[config.mk]
export PLATFORM = sky130hd
export DESIGN_NAME = serial_subtractor4
export DESIGN_NICKNAME = d
export VERILOG_FILES = /design/src/rtl/serial_subtractor4_pkg.sv /design/src/rtl/serial_subtractor4_full_subtractor.sv /design/src/rtl/serial_subtractor4.sv
export SDC_FILE = /design/constraint.sdc
export NUM_CORES = 1
export LEC_CHECK = 0
export CORE_MARGIN = 2
export CORE_UTILIZATION = 29
export CTS_CLUSTER_DIAMETER = 40
export DETAILED_ROUTE_END_ITERATION = 16
export GPL_ROUTABILITY_DRIVEN = 0
export PLACE_DENSITY = 0.54
export SLEW_MARGIN = 5
export SYNTH_ARGS = -nofsm -noshare
export SYNTH_HDL_FRONTEND = slang
export SYNTH_SLANG_ARGS = --single-unit
[constraint.sdc]
create_clock -name clk -period 3.7 [get_ports clk]
set_clock_uncertainty 0.2 [all_clocks]
set_input_delay 0.925 -clock clk [delete_from_list [all_inputs] [get_ports clk]]
set_output_delay 0.925 -clock clk [all_outputs]
set_load 0.03 [all_outputs]
[src/rtl/serial_subtractor4_pkg.sv]
// Shared definitions for the bit-serial subtractor: FSM state encodings and default width.
package serial_subtractor4_pkg;

  localparam int DEFAULT_WIDTH = 4;

  typedef enum logic [1:0] {
    ST_IDLE = 2'd0,
    ST_RUN  = 2'd1,
    ST_DONE = 2'd2
  } state_t;

endpackage

[src/rtl/serial_subtractor4_full_subtractor.sv]
// One-bit full subtractor: d = a - b - bin, with borrow-out.
module full_subtractor (
  input  logic a,
  input  logic b,
  input  logic bin,
  output logic d,
  output logic bout
);

  always_comb begin
    d    = a ^ b ^ bin;
    bout = (~a & b) | (~(a ^ b) & bin);
  end

endmodule

[src/rtl/serial_subtractor4.sv]
// Bit-serial subtractor computing D = A - B - Bin, LSB first, with a start/done handshake.
module serial_subtractor4
  import serial_subtractor4_pkg::*;
#(
  parameter int WIDTH = DEFAULT_WIDTH,
  parameter int CW    = 2
) (
  input  logic             clk,
  input  logic             rst,
  input  logic             start,
  input  logic [WIDTH-1:0] A,
  input  logic [WIDTH-1:0] B,
  input  logic             Bin,
  output logic             busy,
  output logic             done,
  output logic [WIDTH-1:0] D,
  output logic             Bout
);

  state_t           state, state_next;
  logic [WIDTH-1:0] sh_a, sh_b;
  logic             br;
  logic [CW-1:0]    cnt;
  logic             bit_d, bit_bout;
  logic             last_bit;

  full_subtractor u_slice (
    .a   (sh_a[0]),
    .b   (sh_b[0]),
    .bin (br),
    .d   (bit_d),
    .bout(bit_bout)
  );

  assign last_bit = (cnt == CW'(WIDTH - 1));

  always_ff @(posedge clk or posedge rst) begin
    if (rst) state <= ST_IDLE;
    else     state <= state_next;
  end

  always_comb begin
    state_next = state;
    busy       = 1'b0;
    done       = 1'b0;
    unique case (state)
      ST_IDLE: if (start) state_next = ST_RUN;
      ST_RUN: begin
        busy = 1'b1;
        if (last_bit) state_next = ST_DONE;
      end
      ST_DONE: begin
        done       = 1'b1;
        state_next = ST_IDLE;
      end
      default: state_next = ST_IDLE;
    endcase
  end

  // Operands are captured on start so the caller is free to change A/B/Bin during the run.
  always_ff @(posedge clk or posedge rst) begin
    if (rst) begin
      sh_a <= '0;
      sh_b <= '0;
      br   <= 1'b0;
      cnt  <= '0;
      D    <= '0;
      Bout <= 1'b0;
    end else begin
      unique case (state)
        ST_IDLE: begin
          if (start) begin
            sh_a <= A;
            sh_b <= B;
            br   <= Bin;
            cnt  <= '0;
            D    <= '0;
          end
        end
        ST_RUN: begin
          br   <= bit_bout;
          D    <= {bit_d, D[WIDTH-1:1]};
          sh_a <= sh_a >> 1;
          sh_b <= sh_b >> 1;
          cnt  <= cnt + 1'b1;
          if (last_bit) Bout <= bit_bout;
        end
        default: ;
      endcase
    end
  end

endmodule

==> results.txt, run 1 <==
post-route insts no fill - 116
Starting Density - 31.0%
GRT Overall Usage - 10.8%
Port Buf Inserts - 18
cell area after synthesis - 868 um2
Worst path depth - 2
worst path required time - 2.57 ns
r2r worst-path depth - 2
class of the worst hold path - register to register
sequential-to-total area share from yosys stat - 51.9%
Synth Net Count - 80
number of antenna violations at the first check in global routing - 0
max_cap viols - 0
HPWL after detailed placement - 1140 um
DP Area - 1060 um2
largest net degree at the start of global routing - 19
Die Span Y - 58.7 um
period utilisation layout - 81.3%
DP Cell Count - 112
share of layout cells above drive strength 1 - 14.1%
P_leak - 0.475 nW
I/O pins - 19
worst path buffer plus inverter count - 1
DR vias - 587
Worst VDD drop - 0.312 mV
final hold viol count - 0
Setup crit start kind - register
Crit path arrival time - 1.88 ns
DRT iter0 DRCs - 20
drt first pass iters - 10
design area - 1100 um2
crit path kind - register to primary output
DP Worst Slack - 1.02 ns
Final #Nets - 100
fillcell total - 273
Critical Path, Cell by Cell - nor2b_4 > clkdlybuf4s50_1
Core ar. - 2810 um2
GRT Residual Overflow - 0
Final Total Pwr - 0.956 mW
hold depth - 1
met3 Use GR - 4.62%
TritonCTS clock tree - done
max_slew headroom - 54.3%
routed len/inst - 14.3 um
total negative slack - 0 ns
clk buf depth - 2
H-Tree Depth - 1
pins over their slew limit - 0
syn_area_per_cell - 13.2 um2
Yosys warnings - 0
hold path endpoint - D[0]$_DFFE_PP0P_
failing checks - design-rule violations
crit-path max cell delay - 0.67 ns
RSZ-0062 raised after global routing - false
worst-path maximum fanout - 16
vias in the first global route - 593
met2 Usage GRT - 16.2%
drt drc - 2
final worst setup slack - 0.691 ns
# rows - 19
Root Buffer - clkbuf_4
# diodes - 0
Pwr per Cell Area - 871 nW/um2
Yosys cell types - 21
R2R setup slack - 2.11 ns
min-delay src - D[0]$_DFFE_PP0P_
cell family with most CP delay - flip-flops
CTS sink count - 18
drt via density - 5.06
hold buffer count at CTS - 0
Critical-path top delay cell - dfrtp_1
met1 usage - 14.4%
first-pass GRT wire length - 2740 um
commonest non-fill, non-tap cells in the layout - 18 x dfrtp_1, 18 x clkdlybuf4s50_1, 9 x inv_1, 7 x a22o_1, 7 x nor4b_1
Reg area - 450 um2
cts bufs inserted - 3
Die W - 58.7 um
reg2reg start - state[1]$_DFFE_PP0P_
Tightest Pin Transition - 0.684 ns
final WL - 1660 um
#FFs+latches synth - 18
Setup-failing EPs final - 0
gr busiest metal - met2
Post-CTS Setup Bufs - 0
area delta synth->final - 26.4%
cell count after synthesis - 66
post-cts resize count - 0
Fmax achieved - 332 MHz
Clock Latency Late Sink - 0.29 ns
antenna viol nets, final - 0
r2r endpoint - sh_a[2]$_DFFE_PP0P_
total die area - 3450 um2
clock-pin slew on the worst setup and hold paths - 0.10 ns
Final min period - 3.01 ns
crit path capture type - primary output
area occupied by multi-input gates - 350 um2
status - complete, but fails checks
## layer usage
metal | part of all wire [%] | wire length [um] | vias up
li1 | - | - | 280
met1 | 48 | 801 | 282
met2 | 43 | 716 | 23
met3 | 7.2 | 119 | 2
met4 | 1.1 | 19 | 0
met5 | 0 | 0 | -
## where the power goes
| part | internal [mW] | leakage, nW | switching, mW |
|---|---|---|---|
| clock | 0.0600 | 0.0210 | 0.0613 |
| sequential | 0.288 | 0.220 | 0.0747 |
| combinational | 0.231 | 0.233 | 0.241 |
## layout make-up
type / instances / area share, %
Clock buffer: 4 / 3.31
Inverter: 9 / 3.08
Multi-Input combinational cell: 35 / 31.9
Sequential cell: 18 / 41.0
Tap cell: 31 / 3.53
Timing Repair Buffer: 19 / 17.1
## worst max-delay path by stage
stage                               from    to  slack [ns]
floorplan           state[1]$_DFFE_PP0P_  done        1.50
global placement    state[0]$_DFFE_PP0P_  busy        1.04
detailed placement  state[0]$_DFFE_PP0P_  busy        1.02
CTS                 state[0]$_DFFE_PP0P_  busy        0.67
global route        state[0]$_DFFE_PP0P_  busy        0.55
finish              state[0]$_DFFE_PP0P_  busy        0.69
## Yosys cell counts, drive strengths merged
master | n | area (um2)
nor2 | 2 | 7.51
nor3b | 1 | 7.51
dfrtp | 18 | 450
fa | 1 | 20.0
nand2b | 1 | 6.26
nor2b | 2 | 20.0
inv | 9 | 33.8
buf | 4 | 33.8
a221oi | 7 | 92.6
a22o | 7 | 61.3
o21bai | 1 | 18.8
a21oi | 1 | 5.00
nor4b | 7 | 61.3
and3b | 1 | 8.76
ha | 1 | 12.5
mux2 | 1 | 11.3
mux2i | 1 | 10.0
or2b | 1 | 7.51
## worst reg2reg max path: stages (launching register included)
cell and delay, ns:
dfrtp_1 0.57, o21bai_4 0.37, a221oi_1 0.36
## through the flow
| stage | hold WS, ns | util (%) |
|---|---|---|
| 2_1_floorplan | 0.270 | - |
| 3_3_place_gp | 0.285 | 37.8 |
| 3_5_place_dp | 0.281 | 37.8 |
| 4_1_cts | 0.315 | 39.1 |
| 5_1_grt | 0.347 | 39.1 |
| 6_report | 0.307 | 39.1 |
## state kept, by name (all words and copies together) (netlist names)
register,cells
D,4
br,1
sh_a,4
cnt,2
sh_b,4
state,2
Bout,1
## cells by family after synthesis
| logic type | after synthesis | synth area share, % |
|---|---|---|
| flip-flops | 18 | 51.9 |
| AO/OA/AOI/OAI | 16 | 20.5 |
| AND/OR/NAND/NOR | 15 | 13.7 |
| buffers and inverters | 13 | 7.78 |
| multiplexers | 2 | 2.45 |
| adder cells (fa/ha/maj) | 2 | 3.75 |
No activity file was read; power rests on OpenSTA's default activity.
==> run 2, diff against run 1 <==
Settings changed: PLACE_DENSITY 0.54 to 0.56.
Clock period 3.7 ns to 2.69 ns, I/O delays scaled along.
==> run 2 against run 1 <==
The flow still finishes with violations (design-rule violations). Clock-buffer cell count shrank 1. Design area grew 0.11%. Flip-flop and latch count is the same. Clock power grew 5%. Sequential share of layout area is essentially flat. Utilization is essentially flat. First-iteration DRC count shrank 50%. Worst hold slack gained 0.0097 ns. Cell count grew 0.86%. Largest power group unchanged. Power grew 36%. Critical endpoint unchanged.
==> results.txt, run 2 (synthesis gave the netlist of run 1 again) <==
Reg power frac - 35.4%
commonest non-fill, non-tap cells in the layout - 18 x dfrtp_1, 18 x clkdlybuf4s50_1, 9 x inv_1, 7 x a22o_1, 7 x nor4b_1
class of the worst hold path - register to register
Die W - 58.7 um
design area - 1100 um2
worst-path maximum fanout - 3
DP Area - 1080 um2
first-pass GRT wire length - 2750 um
failing checks - design-rule violations
part of the power in the clock network - 9.8%
Die Span Y - 58.7 um
share of layout cells above drive strength 1 - 15.1%
total negative slack - 0 ns
final hold viol count - 0
Root Buffer - clkbuf_4
GRT Residual Overflow - 0
Clock Latency Late Sink - 0.28 ns
crit path capture type - primary output
reg2reg start - state[1]$_DFFE_PP0P_
DR vias - 581
Fmax achieved - 415 MHz
max_slew headroom - 53.7%
Final #Nets - 102
period utilisation layout - 89.6%
DP Cell Count - 114
DRT iter0 DRCs - 10
TritonCTS clock tree - done
drt via density - 4.97
Final min period - 2.41 ns
hold buffer count at CTS - 0
R2R setup slack - 1.15 ns
P_leak - 0.478 nW
internal power - 0.783 mW
post-route insts no fill - 117
largest net degree at the start of global routing - 19
Core ar. - 2810 um2
status - complete, but fails checks
max_cap viols - 0
crit path kind - register to primary output
pins over their slew limit - 0
RSZ-0062 raised after global routing - false
CTS sink count - 18
area delta synth->final - 26.5%
Setup-failing EPs final - 0
P_sw - 0.515 mW
total die area - 3450 um2
vias in the first global route - 599
Setup crit start kind - register
drt first pass iters - 9
Pwr per Cell Area - 1180 nW/um2
antenna viol nets, final - 0
r2r worst-path depth - 3
power share of the combinational group - 54.9%
cts bufs inserted - 3
worst path required time - 1.82 ns
switch share - 39.7%
Crit path arrival time - 1.54 ns
r2r endpoint - cnt[0]$_DFFE_PP0P_
final WL - 1660 um
Worst VDD drop - 0.477 mV
Port Buf Inserts - 18
number of antenna violations at the first check in global routing - 0
CP endpoint - busy
Post-CTS Setup Bufs - 0
# diodes - 0
Tightest Pin Transition - 0.693 ns
clock-pin slew on the worst setup and hold paths - 0.10 ns
I/O pins - 19
HPWL after detailed placement - 1220 um
post-cts resize count - 0
registers with the most flip-flops - D: 4 flops, sh_a: 4 flops, sh_b: 4 flops
crit path from - state[1]$_DFFE_PP0P_
# rows - 19
routed len/inst - 14.2 um
drt drc - 3
clk buf depth - 2
H-Tree Depth - 1
GRT Overall Usage - 10.7%
Starting Density - 31.0%
run 2: cell types whose count changed in the layout (fill, tap and decap cells not counted):
| cell | previous run | this run |
|---|---|---|
| clkbuf_8 | 1 | 0 |
| buf_4 | 1 | 3 |
run 2: worst min-delay path by stage:
stage	start	to	slack, ns	depth (start not counted)
2_1_floorplan	cnt[1]$_DFFE_PP0P_	cnt[1]$_DFFE_PP0P_	0.27	1
3_3_place_gp	D[0]$_DFFE_PP0P_	D[0]$_DFFE_PP0P_	0.29	1
3_5_place_dp	sh_b[3]$_DFFE_PP0P_	sh_b[3]$_DFFE_PP0P_	0.30	1
4_1_cts	sh_b[3]$_DFFE_PP0P_	sh_b[3]$_DFFE_PP0P_	0.32	1
5_1_grt	sh_a[3]$_DFFE_PP0P_	sh_a[3]$_DFFE_PP0P_	0.34	1
6_report	sh_b[3]$_DFFE_PP0P_	sh_b[3]$_DFFE_PP0P_	0.32	1
run 2: power by group through the flow:
| stage | combinational (mW) | clock [mW] | sequential (mW) |
|---|---|---|---|
| 2_1_floorplan | 0.456 | 0 | 0.536 |
| 3_3_place_gp | 0.702 | 0 | 0.463 |
| 3_5_place_dp | 0.713 | 0 | 0.466 |
| 4_1_cts | 0.719 | 0.136 | 0.459 |
| 5_1_grt | 0.778 | 0.147 | 0.475 |
| 6_report | 0.712 | 0.127 | 0.459 |
run 2: per-stage QoR:
step / hold slack, ns / worst slack [ns] / utilization [%] / power (mW)
2_1_floorplan: 0.270 / 0.743 / - / 0.991
3_3_place_gp: 0.287 / 0.529 / 38.4 / 1.17
3_5_place_dp: 0.297 / 0.485 / 38.4 / 1.18
4_1_cts: 0.322 / 0.262 / 39.2 / 1.31
5_1_grt: 0.344 / 0.222 / 39.2 / 1.40
6_report: 0.317 / 0.280 / 39.2 / 1.30
run 2: area by class of cell:
type | instances | area [um2]
clock buffers | 3 | 22.5
fillers | 281 | 1710
inverters | 9 | 33.8
multi-input cells | 35 | 350
flip-flops and latches | 18 | 450
well taps | 31 | 38.8
repair buffers | 21 | 203
run 2: critical path, cell delays in order, from the launching register on:
cell	delay, ns
dfrtp_1	0.42
nor2b_4	0.15
clkdlybuf4s50_1	0.68
run 2: per-layer routing:
metal | wire length (um) | GRT usage (%) | part of all wire [%] | vias to the layer above
met5 | 0 | 0 | 0 | -
met4 | 0 | 0.974 | 0 | 0
met3 | 66 | 4.62 | 4.0 | 0
met2 | 767 | 17.3 | 46 | 12
met1 | 828 | 13.8 | 50 | 282
li1 | - | - | - | 287
==> run 3, diff against run 2 <==
Settings changed: PLACE_DENSITY 0.56 to not set, PLACE_DENSITY_LB_ADDON set to 0.05.
==> run 3 against run 2 <==
The flow still finishes with violations (design-rule violations). Non-clock buffer count is the same. Power is essentially flat. Setup slack lost 0.033 ns. Largest cell class unchanged.
==> results.txt, run 3 (synthesis gave the netlist of run 1 again) <==
share of layout cells above drive strength 1 - 15.1%
min-delay src - cnt[1]$_DFFE_PP0P_
Worst VDD drop - 0.388 mV
Tightest Pin Transition - 0.698 ns
area occupied by multi-input gates - 350 um2
final worst setup slack - 0.247 ns
antenna viol nets, final - 0
clk buf depth - 2
total negative slack - 0 ns
cts bufs inserted - 3
part of the power in the clock network - 10.1%
Setup crit start kind - register
routed len/inst - 14.8 um
crit-path max cell delay - 0.69 ns
DP Worst Slack - 0.473 ns
Starting Density - 31.0%
status - complete, but fails checks
area delta synth->final - 26.5%
hold buffer count at CTS - 0
I/O pins - 19
Setup-failing EPs final - 0
Root Buffer - clkbuf_4
final hold viol count - 0
met2 Usage GRT - 17.5%
TritonCTS clock tree - done
first-pass GRT wire length - 2990 um
R2R setup slack - 1.16 ns
Final min period - 2.44 ns
post-route insts no fill - 117
DRT iter0 DRCs - 11
worst path required time - 1.82 ns
drt drc - 1
CTS sink count - 18
RSZ-0062 raised after global routing - false
class of the worst hold path - register to register
final WL - 1730 um
max_cap viols - 0
fillcell total - 287
r2r endpoint - cnt[0]$_DFFE_PP0P_
total die area - 3450 um2
P_leak - 0.478 nW
# diodes - 0
Reg area - 450 um2
post-cts resize count - 0
pins over their slew limit - 0
Die W - 58.7 um
GRT Residual Overflow - 0
P_sw - 0.515 mW
Pwr per Cell Area - 1180 nW/um2
max_slew headroom - 53.4%
Critical-path top delay cell - clkdlybuf4s50_1
drt via density - 5.04
Core ar. - 2810 um2
Post-CTS Setup Bufs - 0
DP Cell Count - 114
r2r worst-path depth - 3
worst-path maximum fanout - 3
Port Buf Inserts - 18
Clock Latency Late Sink - 0.29 ns
crit path kind - register to primary output
met1 usage - 15.9%
commonest non-fill, non-tap cells in the layout - 18 x dfrtp_1, 18 x clkdlybuf4s50_1, 9 x inv_1, 7 x a22o_1, 7 x nor4b_1
hold depth - 1
registers with the most flip-flops - D: 4 flops, sh_a: 4 flops, sh_b: 4 flops
hold path endpoint - cnt[1]$_DFFE_PP0P_
crit path capture type - primary output
Final #Nets - 102
H-Tree Depth - 1
met3 Use GR - 4.62%
vias in the first global route - 617
Fmax achieved - 409 MHz
power share of the combinational group - 54.4%
period utilisation layout - 90.8%
failing checks - design-rule violations
HPWL after detailed placement - 1200 um
GRT Overall Usage - 11.6%
# rows - 19
Crit path arrival time - 1.57 ns
largest net degree at the start of global routing - 19
Die Span Y - 58.7 um
gr busiest metal - met2
Final Total Pwr - 1.30 mW
number of antenna violations at the first check in global routing - 0
internal power - 0.783 mW
reg2reg start - state[1]$_DFFE_PP0P_
DR vias - 590
switch share - 39.7%
Reg power frac - 35.5%
drt first pass iters - 10
Critical Path, Cell by Cell - nor2b_1 > clkdlybuf4s50_1
clock-pin slew on the worst setup and hold paths - 0.10 ns
run 3: cell counts in the layout (fill, tap and decap cells not counted):
Identical to the previous run, type by type.
run 3: power groups by stage:
| stage | Combinational, mW | Clock (mW) | Sequential, mW |
|---|---|---|---|
| 2_1_floorplan | 0.456 | 0 | 0.536 |
| 3_3_place_gp | 0.716 | 0 | 0.465 |
| 3_5_place_dp | 0.714 | 0 | 0.468 |
| 4_1_cts | 0.715 | 0.141 | 0.462 |
| 5_1_grt | 0.777 | 0.152 | 0.477 |
| 6_report | 0.706 | 0.132 | 0.460 |
run 3: final cells by class:
type | instances | area share (%)
timing repair buffer | 21 | 18.5
multi-input combinational | 35 | 31.9
inverter | 9 | 3.08
sequential | 18 | 41.0
clock buffer | 3 | 2.05
tap | 31 | 3.53
run 3: worst max-delay path by stage:
stage / from / endpoint / slack, ns / depth (start not counted)
after floorplan: state[1]$_DFFE_PP0P_ / done / 0.74 / 2
after detailed placement: start / sh_a[2]$_DFFE_PP0P_ / 0.47 / 3
after global routing: state[1]$_DFFE_PP0P_ / done / 0.14 / 2
after global placement: start / sh_a[2]$_DFFE_PP0P_ / 0.50 / 3
final: state[1]$_DFFE_PP0P_ / done / 0.25 / 2
after CTS: state[1]$_DFFE_PP0P_ / done / 0.19 / 2
run 3: worst max-delay path, delay by kind of cell, from the launching register on:
family / cells / cell delay [ns]
buffers and inverters: 1 / 0.69
flip-flops: 1 / 0.41
AND/OR/NAND/NOR: 1 / 0.18
run 3: routing by layer:
| layer | wire length (um) | part of all wire (%) | vias up |
|---|---|---|---|
| met3 | 88 | 5.1 | 2 |
| met1 | 839 | 49 | 286 |
| met2 | 790 | 46 | 14 |
| met4 | 11 | 0.64 | 0 |
| met5 | 0 | 0 | - |
| li1 | - | - | 288 |
run 3: metrics by stage:
stage                     hold WS, ns  utilization, %  cell area, um2
after detailed placement        0.286            38.4            1080
after CTS                       0.319            39.2            1100
final                           0.313            39.2            1100
after global routing            0.325            39.2            1100
after floorplan                 0.270               -             868
after global placement          0.288            38.4            1080
==> edit 1, RTL diff (flow settings as in run 2) <==
Encoding of `state_t`: now one-hot (3 bits for 3 states).
--- a/src/rtl/serial_subtractor4_pkg.sv
+++ b/src/rtl/serial_subtractor4_pkg.sv
@@ -3,10 +3,10 @@
 
   localparam int DEFAULT_WIDTH = 4;
 
-  typedef enum logic [1:0] {
-    ST_IDLE = 2'd0,
-    ST_RUN  = 2'd1,
-    ST_DONE = 2'd2
+  typedef enum logic [2:0] {
+    ST_IDLE = 3'b001,
+    ST_RUN  = 3'b010,
+    ST_DONE = 3'b100
   } state_t;
 
 endpackage
Formal check against the unedited RTL: same outputs for any inputs over 10 cycles, from zero or initial values and one cycle with rst high; not proved beyond that.
==> edit 1 against run 2 <==
- die area rose by 6.0%
- design area is 5.9% higher
- worst hold slack got worse by 0.034 ns
- power down 12%
- final cell count is 29% higher
- routed wire length is 1.7% higher
- sequential cell count grew 1
- critical path depth unchanged
- largest cell class unchanged
- worst setup slack worse by 0.15 ns
- area after synthesis increased by 6.5%
==> edit 1: results (changes against run 2) <==
fraction of layout cells with a size suffix above 1 11.2% (-3.9 points); fmax 0.391 GHz (-5.8%); Leak Pwr 0.551 nW (+15%); first-pass GRT wire length 2.88 mm (+4.8%); Critical Path AT 1.68 ns (+0.14 ns); syn nets 102 (+28%); Tot GR Track Use 10.7% (about the same); Starting DRT DRC Count 50 (+40); Via density 4.61 (-7.2%); Register Area 478 um^2 (+6.1%); final hold slack 0.283 ns (-0.0339 ns); DP Wirelength 1.19 mm (-2.7%); post-DR wirelength/cell 11.2 um (-21%); cell count after synthesis 88 (+33%); internal power 0.699 mW (-11%); Seq/Total Area, Yosys 51.6% (-0.32 points); Place WS 0.358 ns (-0.127 ns); R2R setup slack 0.84 ns (-0.31 ns); Worst Hold Class reg2reg; Max IR drop VDD 0.293 mV (-38%); Post-synth top cells dfrtp_1 (18), nand2_1 (12), nor2_1 (9); placed cell area 0.00113 mm^2 (+5.5%); vias in the first global route 634 (+5.8%); nets 122 (+20%); DRT Wirelength 1.69 mm (+1.7%); Synth area leaders dfrtp_1 (49%), a22o_1 (6.6%), nand2_1 (4.9%); pin count of the biggest net entering global routing 20 (+1); R2R cell count 4 (+1); post-synth cell types 26 (+24%); worst skew pair latency 0.30 ns (+0.02 ns); CP max FO 12 (+9); status finished, final reports clean; FILL cells 318 (+13%); Worst-Margin Slew 0.305 ns (-0.388 ns); first-pass iteration count of the detailed router 4 (-5); # placed instances 147 (+29%)
edit 1: final timing paths:
path	from	to
min reg2reg	cnt[0]$_DFFE_PP0P_	cnt[0]$_DFFE_PP0P_
max reg2reg	state[2]$_DFFE_PP0P_	br$_DFFE_PP0P_
min in group asynchronous	rst	cnt[0]$_DFFE_PP0P_
min	cnt[0]$_DFFE_PP0P_	cnt[0]$_DFFE_PP0P_
max in group asynchronous	rst	state[0]$_DFFE_PP1P_
max	state[2]$_DFFE_PP0P_	done
edit 1: power groups by stage:
stage | registers (mW) | clock network, mW | logic (mW)
after global placement | 0.511 | 0 | 0.492
after CTS | 0.507 | 0.148 | 0.494
after detailed placement | 0.513 | 0 | 0.490
final | 0.508 | 0.143 | 0.485
after floorplan | 0.521 | 0 | 0.356
after global routing | 0.526 | 0.156 | 0.557
edit 1: area by class of cell:
cell class	instances	area share [%]
repair buffers	20	16.6
clock buffers	3	1.94
clock inverters	1	0.430
flip-flops and latches	19	41.1
inverters	5	2.04
multi-input cells	59	33.2
well taps	44	4.73
edit 1: logic make-up after synthesis:
| family | synth area share, % |
|---|---|
| AOI/OAI and AO/OA | 20.4 |
| adders and majority gates | 3.52 |
| buffers and inverters | 6.63 |
| DFF | 51.6 |
| muxes | 2.71 |
| and+or+nand+nor | 15.2 |
edit 1: metal layers:
metal | share of wire (%) | vias up | GRT usage, %
met5 | 0 | - | 0
met4 | 1.4 | 0 | 4.66
met3 | 7.1 | 4 | 3.41
met2 | 45 | 14 | 16.3
met1 | 47 | 330 | 14.0
li1 | - | 348 | -
edit 1: what timing repair did:
| item | CTS | global route |
|---|---|---|
| setup endpoints to repair | 0 | 1 |
| resized for setup | 0 | 1 |
| endpoints found under the hold margin | 0 | 0 |
| setup buffers | 0 | 0 |
==> edit 2, RTL diff (settings of run 2) <==
Without the edit above. Set the package constant `DEFAULT_WIDTH` to 6 (it was 4).
--- a/src/rtl/serial_subtractor4_pkg.sv
+++ b/src/rtl/serial_subtractor4_pkg.sv
@@ -1,7 +1,7 @@
 // Shared definitions for the bit-serial subtractor: FSM state encodings and default width.
 package serial_subtractor4_pkg;
 
-  localparam int DEFAULT_WIDTH = 4;
+  localparam int DEFAULT_WIDTH = 6;
 
   typedef enum logic [1:0] {
     ST_IDLE = 2'd0,
Interface: changed (resized A, B and D); port bits go from 19 to 25. The function was not compared with the original's and may differ.
==> edit 2 against run 2 <==
- global-route usage rose by 1.4 points
- routed wire length rose by 36%
- design area rose by 36%
- area after synthesis rose by 29%
- core utilization rose by 1.2 points
- sequential cell count rose by 6
- worst setup slack improved by 0.072 ns
- power rose by 34%
- register-to-register slack got worse by 0.15 ns
==> edit 2: results (changes against run 2) <==
seq_cells 24 (+6); Critical Path AT 1.46 ns (-0.08 ns); reg2reg end br$_DFFE_PP0P_; Starting DRT DRC Count 39 (+29); syn nets 110 (+38%); #MultiIn Comb 48 (+37%); Main synth FF type dfrtp_1; met2 WL 1.11 mm (+45%); # clk buffers 3 (unchanged); Synth area leaders dfrtp_1 (54%), a221oi_1 (6.3%), nor4b_1 (6.3%); H-tree depth 1 (unchanged); met3 WL 110 um (+67%); vias in the first global route 803 (+34%); top layer reached by signal wires met4; nets 138 (+35%); Non-Clock Buffer Count 30 (+43%); Post-synth top cells dfrtp_1 (24), inv_1 (13), a221oi_1 (8), nor4b_1 (8), a22o_1 (6); R2R cell count 5 (+2); CP max FO 2 (-1); pin count of the biggest net entering global routing 25 (+6); DP Wirelength 1.59 mm (+30%); Layout non-clock buf frac 19.0% (+0.54 points); setup bufs post-CTS 0 (unchanged); post-synth cell types 26 (+24%); first-pass GRT wire length 3.86 mm (+41%); fraction of layout cells with a size suffix above 1 13.4% (-1.7 points); Leak Pwr 0.664 nW (+39%); Yosys warning count 0 (unchanged); M2 GR Usage 18.5% (+1.2 points); R2R setup slack 1.00 ns (-0.15 ns); status finished, final reports clean; post-DR wirelength/cell 13.6 um (-4.5%); met1 wire length 1.01 mm (+22%); Max transition margin 79.4% (+26 points); Clock-cell share 4.79% (+2.7 points); met1 Usage GRT 15.4% (+1.6 points); Top Registers D (6), sh_a (6), sh_b (6); CTS resizes 0 (unchanged); fraction of area in multi-input gates 28.6% (-3.3 points); first-pass iteration count of the detailed router 4 (-5); via count 830 (+43%); inverters 13 (+4); Tot GR Track Use 12.1% (+1.4 points); Clock transition at path regs 0.08 ns (-0.02 ns); Seq/Total Area, Yosys 53.6% (+1.7 points); Seq/total area 40.3% (-0.67 points); FILL cells 380 (+35%); met3 usage 4.09% (-0.53 points); Setup crit end done; ys async rst share 100% (unchanged); deepest clock path buffer count 2 (unchanged); Root Driver clkbuf_8; Max IR drop VDD 0.524 mV (+10%); Buffers on Ports 24 (+6)
edit 2: logic make-up (layout without fill, tap and decap cells):
| kind of cell | Yosys count | in the layout | share of synthesized area [%] |
|---|---|---|---|
| AOI/OAI and AO/OA | 23 | 23 | 18.0 |
| buffers and inverters | 20 | 47 | 8.48 |
| DFF | 24 | 24 | 53.6 |
| and+or+nand+nor | 21 | 21 | 15.3 |
| muxes | 2 | 2 | 1.79 |
| adders and majority gates | 2 | 2 | 2.90 |
edit 2: worst min path at each step:
stage	from	end	slack (ns)	cells past startpoint
3_5_place_dp	sh_a[5]$_DFFE_PP0P_	sh_a[5]$_DFFE_PP0P_	0.27	1
6_report	cnt[0]$_DFFE_PP0P_	cnt[0]$_DFFE_PP0P_	0.28	1
2_1_floorplan	sh_a[5]$_DFFE_PP0P_	sh_a[5]$_DFFE_PP0P_	0.25	1
5_1_grt	cnt[0]$_DFFE_PP0P_	cnt[0]$_DFFE_PP0P_	0.31	1
3_3_place_gp	sh_a[5]$_DFFE_PP0P_	sh_a[5]$_DFFE_PP0P_	0.27	1
4_1_cts	sh_a[5]$_DFFE_PP0P_	sh_a[5]$_DFFE_PP0P_	0.29	1
edit 2: stage by stage:
step	hold slack [ns]	cells	instance area, um^2	worst slack (ns)
4_1_cts	0.289	167	1490	0.339
6_report	0.281	167	1490	0.353
3_3_place_gp	0.265	163	1420	0.553
2_1_floorplan	0.250	92	1120	0.653
3_5_place_dp	0.268	163	1420	0.521
5_1_grt	0.311	167	1490	0.299
edit 2: power breakdown:
part           switching (mW)  internal (mW)  total (mW)
clock                   0.112          0.199       0.311
sequential             0.0791          0.526       0.605
combinational           0.449          0.380       0.829
edit 2: critical path, stage by stage (launching register included):
cell and delay [ns]:
dfrtp_1 0.36, nor2b_1 0.15, clkdlybuf4s50_1 0.68
